$ cat config.mk
export PLATFORM = sky130hd
export DESIGN_NAME = score_player_flat
export DESIGN_NICKNAME = d
export VERILOG_FILES = /design/src/rtl/score_player_if.sv /design/src/rtl/score_player.sv /design/src/flat_wrapper.sv
export SDC_FILE = /design/constraint.sdc
export NUM_CORES = 1
export LEC_CHECK = 0
export ABC_CLOCK_PERIOD_IN_PS = 5270
export CAP_MARGIN = 5
export CORE_MARGIN = 2
export CORE_UTILIZATION = 50
export DETAILED_ROUTE_END_ITERATION = 16
export PLACE_DENSITY = 0.72
export SYNTH_ARGS = -nofsm -noshare
export SYNTH_HDL_FRONTEND = slang
export SYNTH_SLANG_ARGS = --single-unit
$ cat constraint.sdc
create_clock -name sys_clk -period 5.27 [get_ports sys_clk]
set_input_delay 0.7905 -clock sys_clk [delete_from_list [all_inputs] [get_ports sys_clk]]
set_output_delay 0.7905 -clock sys_clk [all_outputs]
set_load 0.01 [all_outputs]
$ cat src/rtl/score_player_if.sv
// Score player bus: control pulses, score write port and note/display outputs.
// The player module connects through the slave modport; the driver of the
// controls and consumer of the note codes uses the master modport.
interface score_player_if #(
    parameter int ADDR_W = 5
);
    logic              start;
    logic              pause;
    logic              stop;
    logic              wr_en;
    logic [ADDR_W-1:0] wr_addr;
    logic [15:0]       wr_data;
    logic [3:0]        high;
    logic [3:0]        med;
    logic [3:0]        low;
    logic [2:0]        cs;
    logic              playing;
    logic              done;

    modport master (
        output start, pause, stop, wr_en, wr_addr, wr_data,
        input  high, med, low, cs, playing, done
    );

    modport slave (
        input  start, pause, stop, wr_en, wr_addr, wr_data,
        output high, med, low, cs, playing, done
    );
endinterface

$ cat src/rtl/score_player.sv
// Score sequencer: steps through a writable memory of note entries on a
// divided beat tick and drives the {high, med, low} note codes plus the cs
// display index. Entry format: [15:12] duration in ticks (0 = end marker),
// [11:8] high, [7:4] med, [3:0] low.
// Optional feature: define SCORE_GAP_EN to insert a one-tick silent gap
// between consecutive notes (the GAP state only exists in that build).
module score_player #(
    parameter int TICK_DIV = 12500000,
    parameter int ADDR_W   = 5,
    parameter bit LOOP     = 1'b0
) (
    input  logic            sys_clk,
    input  logic            rst,
    score_player_if.slave   bus
);
    localparam int DEPTH = 1 << ADDR_W;
    localparam int CNT_W = (TICK_DIV > 1) ? $clog2(TICK_DIV) : 1;

`ifdef SCORE_GAP_EN
    typedef enum logic [1:0] {S_IDLE, S_PLAY, S_PAUSE, S_GAP} state_t;
`else
    typedef enum logic [1:0] {S_IDLE, S_PLAY, S_PAUSE} state_t;
`endif

    logic [15:0]       mem [DEPTH];

    state_t            state_q, state_d;
    state_t            resume_q, resume_d;
    logic [ADDR_W-1:0] addr_q, addr_d;
    logic [3:0]        remain_q, remain_d;
    logic [CNT_W-1:0]  cnt_q, cnt_d;
    logic [11:0]       note_q, note_d;
    logic [2:0]        cs_q, cs_d;
    logic              done_q, done_d;

    logic [ADDR_W-1:0] next_addr;
    logic [15:0]       entry_next;
    logic [15:0]       entry_zero;
    logic [11:0]       note_cur;
    logic              next_ok;
    logic              wrap_ok;
    logic              tick;
    logic              counting;

    // Score memory write port; contents deliberately survive reset.
    always_ff @(posedge sys_clk) begin
        if (bus.wr_en) begin
            mem[bus.wr_addr] <= bus.wr_data;
        end
    end

    // Combinational lookahead reads so a load sees writes up to the cycle before.
    assign next_addr  = addr_q + ADDR_W'(1);
    assign entry_next = mem[next_addr];
    assign entry_zero = mem[0];
    assign note_cur   = mem[addr_q][11:0];
    assign next_ok    = (entry_next[15:12] != 4'd0);
    assign wrap_ok    = LOOP && (entry_zero[15:12] != 4'd0);
    assign tick       = (cnt_q == CNT_W'(TICK_DIV - 1));
`ifdef SCORE_GAP_EN
    assign counting   = (state_q == S_PLAY) || (state_q == S_GAP);
`else
    assign counting   = (state_q == S_PLAY);
`endif

    // State and output registers; asynchronous reset silences immediately.
    always_ff @(posedge sys_clk or posedge rst) begin
        if (rst) begin
            state_q  <= S_IDLE;
            resume_q <= S_PLAY;
            addr_q   <= '0;
            remain_q <= '0;
            cnt_q    <= '0;
            note_q   <= '0;
            cs_q     <= '0;
            done_q   <= 1'b0;
        end else begin
            state_q  <= state_d;
            resume_q <= resume_d;
            addr_q   <= addr_d;
            remain_q <= remain_d;
            cnt_q    <= cnt_d;
            note_q   <= note_d;
            cs_q     <= cs_d;
            done_q   <= done_d;
        end
    end

    // Next-state logic: stop beats start beats pause; a tick that coincides
    // with pause is dropped (the counter still advances, remain does not).
    always_comb begin
        state_d  = state_q;
        resume_d = resume_q;
        addr_d   = addr_q;
        remain_d = remain_q;
        cnt_d    = cnt_q;
        note_d   = note_q;
        cs_d     = cs_q;
        done_d   = 1'b0;

        if (counting) begin
            cnt_d = tick ? '0 : cnt_q + CNT_W'(1);
        end

        if (bus.stop) begin
            state_d  = S_IDLE;
            addr_d   = '0;
            remain_d = '0;
            cnt_d    = '0;
            note_d   = '0;
            cs_d     = '0;
        end else begin
            case (state_q)
                S_IDLE: begin
                    if (bus.start) begin
                        cnt_d  = '0;
                        addr_d = '0;
                        cs_d   = '0;
                        if (entry_zero[15:12] != 4'd0) begin
                            note_d   = entry_zero[11:0];
                            remain_d = entry_zero[15:12];
                            state_d  = S_PLAY;
                        end else begin
                            // Empty score: finish straight away.
                            note_d   = '0;
                            remain_d = '0;
                            done_d   = 1'b1;
                        end
                    end
                end
                S_PLAY: begin
                    if (bus.pause) begin
                        resume_d = S_PLAY;
                        state_d  = S_PAUSE;
                        note_d   = '0;
                    end else if (tick) begin
                        if (remain_q > 4'd1) begin
                            remain_d = remain_q - 4'd1;
                        end else if (next_ok) begin
`ifdef SCORE_GAP_EN
                            // Silent articulation tick; cs keeps the old index.
                            state_d = S_GAP;
                            note_d  = '0;
`else
                            addr_d   = next_addr;
                            note_d   = entry_next[11:0];
                            remain_d = entry_next[15:12];
                            cs_d     = 3'(next_addr);
`endif
                        end else if (wrap_ok) begin
                            addr_d   = '0;
                            note_d   = entry_zero[11:0];
                            remain_d = entry_zero[15:12];
                            cs_d     = '0;
                        end else begin
                            state_d  = S_IDLE;
                            addr_d   = '0;
                            remain_d = '0;
                            note_d   = '0;
                            cs_d     = '0;
                            done_d   = 1'b1;
                        end
                    end
                end
`ifdef SCORE_GAP_EN
                S_GAP: begin
                    if (bus.pause) begin
                        resume_d = S_GAP;
                        state_d  = S_PAUSE;
                        note_d   = '0;
                    end else if (tick) begin
                        if (next_ok) begin
                            state_d  = S_PLAY;
                            addr_d   = next_addr;
                            note_d   = entry_next[11:0];
                            remain_d = entry_next[15:12];
                            cs_d     = 3'(next_addr);
                        end else if (wrap_ok) begin
                            state_d  = S_PLAY;
                            addr_d   = '0;
                            note_d   = entry_zero[11:0];
                            remain_d = entry_zero[15:12];
                            cs_d     = '0;
                        end else begin
                            state_d  = S_IDLE;
                            addr_d   = '0;
                            remain_d = '0;
                            note_d   = '0;
                            cs_d     = '0;
                            done_d   = 1'b1;
                        end
                    end
                end
`endif
                S_PAUSE: begin
                    if (bus.pause) begin
                        // Resume: re-read the note so a paused edit is heard.
                        state_d = resume_q;
                        note_d  = (resume_q == S_PLAY) ? note_cur : 12'h000;
                    end
                end
                default: begin
                    state_d = S_IDLE;
                end
            endcase
        end
    end

    assign bus.high    = note_q[11:8];
    assign bus.med     = note_q[7:4];
    assign bus.low     = note_q[3:0];
    assign bus.cs      = cs_q;
    assign bus.playing = (state_q != S_IDLE);
    assign bus.done    = done_q;
endmodule

$ cat src/flat_wrapper.sv
// flat-port wrapper written by rule: the top's interface ports become plain ports
module score_player_flat 
#(
    parameter int TICK_DIV = 12500000,
    parameter int ADDR_W   = 5,
    parameter bit LOOP     = 1'b0
)
  (sys_clk, rst, bus_start, bus_pause, bus_stop, bus_wr_en, bus_wr_addr, bus_wr_data, bus_high, bus_med, bus_low, bus_cs, bus_playing, bus_done);
  score_player_if #(.ADDR_W(ADDR_W)) bus_i ();
  input  logic sys_clk;
  input  logic rst;
  input wire logic [$bits(bus_i.start)-1:0] bus_start;
  input wire logic [$bits(bus_i.pause)-1:0] bus_pause;
  input wire logic [$bits(bus_i.stop)-1:0] bus_stop;
  input wire logic [$bits(bus_i.wr_en)-1:0] bus_wr_en;
  input wire logic [$bits(bus_i.wr_addr)-1:0] bus_wr_addr;
  input wire logic [$bits(bus_i.wr_data)-1:0] bus_wr_data;
  output wire logic [$bits(bus_i.high)-1:0] bus_high;
  output wire logic [$bits(bus_i.med)-1:0] bus_med;
  output wire logic [$bits(bus_i.low)-1:0] bus_low;
  output wire logic [$bits(bus_i.cs)-1:0] bus_cs;
  output wire logic [$bits(bus_i.playing)-1:0] bus_playing;
  output wire logic [$bits(bus_i.done)-1:0] bus_done;
  assign bus_i.start = bus_start;
  assign bus_i.pause = bus_pause;
  assign bus_i.stop = bus_stop;
  assign bus_i.wr_en = bus_wr_en;
  assign bus_i.wr_addr = bus_wr_addr;
  assign bus_i.wr_data = bus_wr_data;
  assign bus_high = bus_i.high;
  assign bus_med = bus_i.med;
  assign bus_low = bus_i.low;
  assign bus_cs = bus_i.cs;
  assign bus_playing = bus_i.playing;
  assign bus_done = bus_i.done;
  score_player #(.TICK_DIV(TICK_DIV), .ADDR_W(ADDR_W), .LOOP(LOOP)) u_core (.sys_clk(sys_clk), .rst(rst), .bus(bus_i));
endmodule
==> results of run 1 <==
==> cells in the final DEF (no fill, tap or decap), types with 12 or more instances in the layout <==
master,netlist,layout
nand2b_1,12,12
nor2_4,0,19
a21oi_1,30,30
clkbuf_1,27,16
clkdlybuf4s50_1,0,43
nor2_2,0,14
xor2_1,13,12
inv_1,17,16
buf_4,15,29
a22oi_1,18,18
clkbuf_16,0,57
nor2_1,78,45
mux2_2,12,12
mux4_2,228,228
nand3_1,20,20
mux2i_1,112,112
nand2_1,35,35
edfxtp_1,512,512
dfrtp_1,48,45
==> power breakdown <==
group	internal (mW)	leakage (nW)	switching [mW]	total, mW
Sequential	4.96	5.26	0.104	5.06
Clock	2.31	0.901	1.69	4.00
Combinational	1.34	2.85	1.37	2.71
Total	8.61	9.01	3.16	11.8
==> area by class of cell <==
| type | count | area [µm²] | area share (%) |
|---|---|---|---|
| clock inverters | 29 | 295.3 | 1.018 |
| inverters | 18 | 67.56 | 0.2328 |
| flip-flops and latches | 560 | 16580 | 57.15 |
| well taps | 680 | 850.8 | 2.932 |
| multi-input cells | 696 | 8954 | 30.86 |
| diodes | 1 | 2.502 | 0.008624 |
| repair buffers | 75 | 708.2 | 2.440 |
| clock buffers | 78 | 1555 | 5.360 |
==> worst paths after layout <==
path | start | endpoint | slack (ns) | cells past startpoint
worst min register to register | u_core.note_q[3] | u_core.note_q[3] | 0.53 | 1
worst max-delay path | u_core.addr_q[2] | u_core.note_q[2] | 1.26 | 8
worst max register to register | u_core.addr_q[2] | u_core.note_q[2] | 1.26 | 8
min in group asynchronous | rst | u_core.note_q[1] | 0.71 | 3
max in group asynchronous | rst | u_core.addr_q[1] | 4.01 | 3
worst min-delay path | u_core.note_q[3] | u_core.note_q[3] | 0.53 | 1
==> cells by family after synthesis <==
family,count (synthesis),share of synthesized area (%)
AND/OR/NAND/NOR,205,4.038
adder cells (fa/ha/maj),8,0.3864
buffers and inverters,107,2.260
AO/OA/AOI/OAI,96,2.681
multiplexers,363,25.74
XOR/XNOR,24,0.9129
flip-flops,560,63.98
==> sequential cells by signal, summed over array words and instances (netlist names) <==
name             cells
u_core.mem         512
u_core.cnt_q        24
u_core.note_q       12
u_core.addr_q        5
u_core.remain_q      4
u_core.state_q       2
u_core.bus.done      1
==> per-layer routing <==
layer | global-route usage, % | wire length [µm]
met2 | 37.44 | 30160
met3 | 6.250 | 7109
met1 | 35.30 | 25540
met4 | 7.111 | 1582
met5 | 0 | 0
==> worst reg2reg max path: cells and delay by family (launching register included) <==
| family | cells | cell delay, ns |
|---|---|---|
| DFF | 1 | 1.17 |
| xor gates and xnor gates | 1 | 0.82 |
| AOI/OAI and AO/OA | 3 | 0.64 |
| muxes | 2 | 0.60 |
| and+or+nand+nor | 1 | 0.38 |
| buffers and inverters | 1 | 0.26 |
==> metrics.txt, run 1 <==
status completed; maximum clock rate 249.5 MHz; final wirelength 64390 µm; drc violations 0; Initial Util 50.50%; dpl cells 2029; fin crit period 4.008 ns; placed instance area 27160 µm²; Pre-antenna DRT Iters 6; H-Tree Depth 2; routed vias/inst 6.614; most used cell, CP mux2i_1; Setup-failing EPs final 0; EDFF count, synth 512; Port Buffers 43; clk_skew 0.03012 ns; Area growth syn-to-layout 12.01%; Bufs on Longest Clock Path 3; cts hold-fix bufs 0; PD cells 405.7 nW/µm²; vias in the first global route 14230; CP max-delay cell dfrtp_1; total vias in the final route 14130; Fillers 3810; DRT iter0 DRCs 1968; WHS 0.5297 ns; Syn Nets 1398; initial antenna violation count 1; Core Region 51300 µm²; Crit path max-delay family flip-flops; fin util 56.56%; Period Utilization, post-route 76.05%; YS warnings 0; CP required 5.76 ns; setup_tns 0 ns; Startpoint Class flop; clock transition at the registers of the reported paths 0.07 ns; design area 29020 µm²; Antenna Nets Post-Route 0; top cells by count, synth edfxtp_1, mux4_2, mux2i_1, nor2_1, dfrtp_1; Setup WS pre-CTS 1.238 ns; final hold violation count 0; DP HPWL 36660 µm; die area 53650 µm²; Syn Inst Count 1363; Worst Path Max Fanout 23; Ports 44; global-route wire length before repair 94250 µm; Post-synth top flop edfxtp_1; crit-path max cell delay 1.17 ns; Design Power 11.77 mW; Placer Congestion 0.8710; WP buf/inv 1; signal arrival time at the worst endpoint 4.50 ns; setup ws final 1.262 ns; clock latency on the worst-skew pair 0.63 ns; wire length per cell 30.13 µm; final slew viol count 0; die height 231.6 µm; cts repair resizes 0; WS Path Type flop to flop; Cell Area, Synth 25910 µm²; Synth cell types 57; Leak 9.015 nW; Area contributors post-synth edfxtp_1, mux4_2, dfrtp_1; register area share after synthesis 63.98%; VDD IR max 0.2736 mV; CTS Root Cell clkbuf_16; Die Width 231.6 µm; Layout Cells excl Fill 2137; CP endpoint kind flop; clock sink total 560; largest area contributor in the netlist edfxtp_1; RSZ-0062 raised after global routing no; # rows 83; Yosys top cell area share 59.35%; worst-path cell chain nand3_1, xor2_4, mux2i_1, mux2i_1, a41oi_2, buf_4, a221o_1, o211a_1; CTS tree built; postcts setup bufs 0; most frequent cell after synthesis edfxtp_1; fraction of layout cells with a size suffix above 1 28.57%; GRT Residual Overflow 0; synthesized area per cell 19.01 µm²; worst-margin pin slew 1.273 ns; final net count 1443; max cap viols 0; gr usage total 24.53%; total CTS buffers 57; async set-or-reset flop fraction in the synthesized netlist 8.571%; Hold Path Class flop to flop; #FFs+latches synth 560; pin count of the biggest net entering global routing 105; Slew HR 14.98%
Note: power is estimated with default switching activity, not from simulation.
==> run 2, diff against run 1 <==
ABC_CLOCK_PERIOD_IN_PS = 3900   (was 5270)
clock period = 3.9 ns   (was 5.27 ns; I/O delays follow)
==> run 2 against run 1 <==
  * Global-route usage is 0.18 points lower
  * Design area is 0.40% higher
  * Largest cell class unchanged
  * Flip-flop and latch count stayed put
  * Die area stayed put
  * Sequential power is 35% higher
  * Worst setup slack worse by 0.72 ns
  * Largest power group unchanged
==> metrics.txt, run 2 (synthesis gave the netlist of run 1 again) <==
status completed; final slew viol count 0 (unchanged); Worst Path Max Fanout 49 (+110%); Placer Congestion 0.8077 (-7.3%); CP endpoint kind flop; die area 53650 µm² (unchanged); Core Region 51300 µm² (unchanged); Port Buffers 43 (unchanged); cts hold-fix bufs 0 (unchanged); wire length per cell 29.55 µm (-1.9%); clk_skew 0.01862 ns (-0.01150 ns); Pre-antenna DRT Iters 5 (-1); worst-margin pin slew 1.242 ns (-0.03085 ns); global-route wire length before repair 94790 µm (+0.56%); pin count of the biggest net entering global routing 100 (-4.8%); Design Power 15.77 mW (+34%); CTS Root Cell clkbuf_16; VDD IR max 0.3568 mV (+30%); drc violations 0 (unchanged); routed vias/inst 6.600 (-0.21%); Period Utilization, post-route 86.05% (+10 points); Leak 9.143 nW (+1.4%); final hold violation count 0 (unchanged); total vias in the final route 14240 (+0.77%); Ports 44 (unchanged); cts repair resizes 0 (unchanged); most common cell after layout, fill and taps aside edfxtp_1; fraction of layout cells with a size suffix above 1 29.50% (+0.93 points); fin crit period 3.356 ns (-0.6518 ns); Bufs on Longest Clock Path 3 (unchanged); most frequent cells in the layout edfxtp_1, mux4_2, mux2i_1; Largest Register u_core.mem; WS Path Type flop to flop; # rows 83 (unchanged); CTS tree built; gr usage total 24.36% (-0.18 points); R2R depth 10 (+2); final wirelength 63760 µm (-0.97%); CP required 4.41 ns (-1.35 ns); maximum clock rate 298.0 MHz (+19%); number of flip-flops in the largest register 512 (unchanged); Initial Util 50.50% (unchanged); PD cells 541.5 nW/µm² (+33%); clock latency on the worst-skew pair 0.61 ns (-0.02 ns); Area growth syn-to-layout 12.46%; Antenna Nets Post-Route 0 (unchanged); signal arrival time at the worst endpoint 3.86 ns (-0.64 ns); final net count 1470 (+1.9%); Slew HR 16.95% (+2.0 points); largest registers u_core.mem (512), u_core.cnt_q (24), u_core.note_q (12); Startpoint Class flop; Setup-failing EPs final 0 (unchanged); GRT Residual Overflow 0 (unchanged); die height 231.6 µm (unchanged); vias in the first global route 14300 (+0.49%); clock sink total 560 (unchanged); setup_tns 0 ns (unchanged); Diodes inserted 0 (-1); total CTS buffers 55 (-3.5%); postcts setup bufs 0 (unchanged); DRT iter0 DRCs 1873 (-4.8%); Die Width 231.6 µm (unchanged); RSZ-0062 raised after global routing no; max cap viols 0 (unchanged); initial antenna violation count 0 (-1); H-Tree Depth 2 (unchanged); DP HPWL 39540 µm (+7.9%); clock transition at the registers of the reported paths 0.06 ns (about the same); Hold Path Class input pin to async pin
[run 2: per-stage QoR]
stage               cells  utilization [%]  hold WS, ns  cell area (µm²)  setup WS, ns
floorplan            1363                -       0.5006            25910        0.8832
global placement     2058            53.42       0.4836            27410        0.6502
detailed placement   2058            53.42       0.5135            27410        0.6009
CTS                  2158            56.79       0.5253            29130        0.5706
global route         2158            56.79       0.5422            29130        0.3340
finish               2158            56.79       0.5023            29130        0.5440
[run 2: layout make-up]
| type | count | area, µm² |
|---|---|---|
| clock inverters | 31 | 299.0 |
| inverters | 18 | 67.56 |
| repair buffers | 104 | 1039 |
| fillers | 3745 | 22170 |
| flip-flops and latches | 560 | 16580 |
| multi-input cells | 696 | 8864 |
| well taps | 680 | 850.8 |
| clock buffers | 69 | 1429 |
[run 2: final timing paths]
check                                      start           endpoint  slack, ns
worst max register to register  u_core.addr_q[0]  u_core.note_q[10]       0.54
max in group asynchronous                    rst   u_core.note_q[9]       2.71
worst min register to register  u_core.note_q[4]   u_core.note_q[4]       0.53
worst max-delay path            u_core.addr_q[0]  u_core.note_q[10]       0.54
min in group sys_clk            u_core.note_q[4]   u_core.note_q[4]       0.53
worst min-delay path                         rst   u_core.note_q[3]       0.50
[run 2: report_power, final]
group          internal, mW  total [mW]  switching [mW]
combinational          1.85        3.78            1.93
sequential             6.70        6.82           0.118
clock                  2.98        5.18            2.20
[run 2: per-layer routing]
layer  wire length [µm]  vias to the layer above  track usage [%]
met5                  0                        -                0
met4               1354                        0            6.130
met3               5503                      105            4.245
met2              30530                      697            38.07
met1              26380                     7593            36.01
li1                   -                     5848                -
[run 2: critical path, stage by stage (launching register included)]
cell,delay (ns)
dfrtp_4,0.45
buf_12,0.33
buf_4,0.45
mux2i_1,0.15
mux4_1,0.53
mux2i_1,0.19
mux2i_1,0.22
a41oi_2,0.23
buf_4,0.28
a221oi_2,0.11
nor4_2,0.26
==> run 3, diff against run 2 <==
DONT_BUFFER_PORTS = 1   (was unset)
PLACE_DENSITY = 0.71   (was 0.72)
==> run 3 against run 2 <==
  * Utilization shrank 0.74 points
  * Clock skew rose by 0.0027 ns
  * Wire length rose by 0.68%
  * Largest cell class unchanged
  * Clock power up 6.8%
  * Critical endpoint is now u_core.bus.done
==> metrics.txt, run 3 (synthesis gave the netlist of run 1 again) <==
Area growth syn-to-layout 10.98%; Startpoint Class flop; CTS Root Cell clkbuf_16; Antenna Nets Post-Route 0 (unchanged); WHS 0.02132 ns (-0.4810 ns); Placer Congestion 0.8287 (+2.6%); max cap viols 0 (unchanged); CP required 4.40 ns (about the same); Ports 44 (unchanged); worst-margin pin slew 0.8708 ns (-0.3710 ns); setup ws final 0.4551 ns (-0.08892 ns); clock latency on the worst-skew pair 0.63 ns (+0.02 ns); final net count 1426 (-3.0%); cts hold-fix bufs 1 (+1); clock sink total 560 (unchanged); initial antenna violation count 0 (unchanged); Bufs on Longest Clock Path 3 (unchanged); final wirelength 64200 µm (+0.68%); H-Tree Depth 2 (unchanged); Initial Util 50.50% (unchanged); cts repair resizes 0 (unchanged); die area 53650 µm² (unchanged); DRT iter0 DRCs 1790 (-4.4%); Core Region 51300 µm² (unchanged); fraction of layout cells with a size suffix above 1 30.62% (+1.1 points); most common cell after layout, fill and taps aside edfxtp_1; Leak 9.010 nW (-1.5%); # rows 83 (unchanged); R2R depth 8 (-2); CTS tree built; Setup-failing EPs final 0 (unchanged); gr usage total 24.36% (about the same); final hold violation count 0 (unchanged); Die Width 231.6 µm (unchanged); multi-input logic area 8864 µm² (unchanged); clock transition at the registers of the reported paths 0.06 ns (about the same); Largest Register u_core.mem; WS Path Type flop to flop; Fillers 3812 (+1.8%); pin count of the biggest net entering global routing 100 (unchanged); signal arrival time at the worst endpoint 3.95 ns (+0.09 ns); Worst Path Max Fanout 87 (+78%); drc violations 0 (unchanged); postcts setup bufs 0 (unchanged); Setup WS pre-CTS 0.5572 ns (-0.04371 ns); fin crit period 3.445 ns (+0.08892 ns); clk_skew 0.02133 ns (+0.002712 ns); Design Power 15.85 mW (+0.49%); Port Buffers 0 (-100%); most frequent cells in the layout edfxtp_1, mux4_2, mux2i_1; total CTS buffers 56 (+1.8%); routed vias/inst 6.633 (+0.51%); global-route wire length before repair 93490 µm (-1.4%); wire length per cell 30.32 µm (+2.6%); VDD IR max 0.4427 mV (+24%); RSZ-0062 raised after global routing no; maximum clock rate 290.3 MHz (-2.6%); setup_tns 0 ns (unchanged); number of flip-flops in the largest register 512 (unchanged); DP HPWL 37830 µm (-4.3%); final slew viol count 0 (unchanged); status completed; vias in the first global route 13990 (-2.2%); Hold Path Class input pin to flop; Period Utilization, post-route 88.33% (+2.3 points); total vias in the final route 14040 (-1.4%); CP endpoint kind flop; PD cells 551.3 nW/µm² (+1.8%); die height 231.6 µm (unchanged); Reg area 16580 µm² (unchanged); GRT Residual Overflow 0 (unchanged); worst hold path stage count 1; Slew HR 41.94% (+25 points); Diodes inserted 0 (unchanged); Pre-antenna DRT Iters 5 (unchanged); largest registers u_core.mem (512), u_core.cnt_q (24), u_core.note_q (12)
-- run 3: changes by cell type in the layout (fill, tap and decap cells not counted), sizes merged, moves of 2 or more --
| cell | before | now |
|---|---|---|
| buf | 61 | 58 |
| bufinv | 6 | 8 |
| clkbuf | 69 | 73 |
| clkdlybuf4s50 | 43 | 0 |
| clkinv | 23 | 19 |
| clkinvlp | 0 | 2 |
-- run 3: where the power goes --
group	internal (mW)	switching [mW]	leakage, nW
sequential	6.70	0.163	5.26
combinational	1.74	1.73	2.84
clock	3.24	2.28	0.911
total	11.7	4.17	9.01
-- run 3: worst max-delay path, cell delays in order (launching register included) --
cell	delay, ns
dfrtp_4	0.49
buf_12	0.39
mux2i_1	0.39
mux4_1	0.34
mux2i_1	0.08
mux2i_1	0.40
nand4_1	0.23
or4_1	0.52
a21oi_1	0.29
-- run 3: stage by stage --
step | util, % | area, µm² | instances
6_report | 56.04 | 28750 | 2117
2_1_floorplan | - | 25910 | 1363
3_3_place_gp | 52.39 | 26880 | 2012
3_5_place_dp | 52.39 | 26880 | 2012
4_1_cts | 56.04 | 28750 | 2117
5_1_grt | 56.04 | 28750 | 2117
-- run 3: path summary, 6_finish.rpt --
| path | start | end | slack [ns] |
|---|---|---|---|
| max | u_core.addr_q[0] | u_core.bus.done | 0.46 |
| min | bus_stop | u_core.note_q[7] | 0.02 |
| max reg2reg | u_core.addr_q[0] | u_core.bus.done | 0.46 |
| min reg2reg | u_core.cnt_q[12] | u_core.cnt_q[12] | 0.55 |
| max in group asynchronous | rst | u_core.note_q[3] | 2.57 |
| min in group asynchronous | rst | u_core.note_q[7] | 0.55 |
-- run 3: per-layer routing --
layer  share of wire, %  routed length [µm]  global-route usage [%]  up-vias
met5                  0                   0                       0        -
met4                2.2                1430                   6.330        0
met3                 11                7288                   7.517      107
met2                 46               29770                   36.98      716
met1                 40               25710                   34.64     7470
li1                   -                   -                       -     5750
-- run 3: layout make-up --
cell class | instances | share of cell area, %
clock buffers | 73 | 5.240
clock inverters | 31 | 1.245
inverters | 18 | 0.2350
multi-input cells | 696 | 30.83
flip-flops and latches | 560 | 57.68
well taps | 680 | 2.959
repair buffers | 59 | 1.810
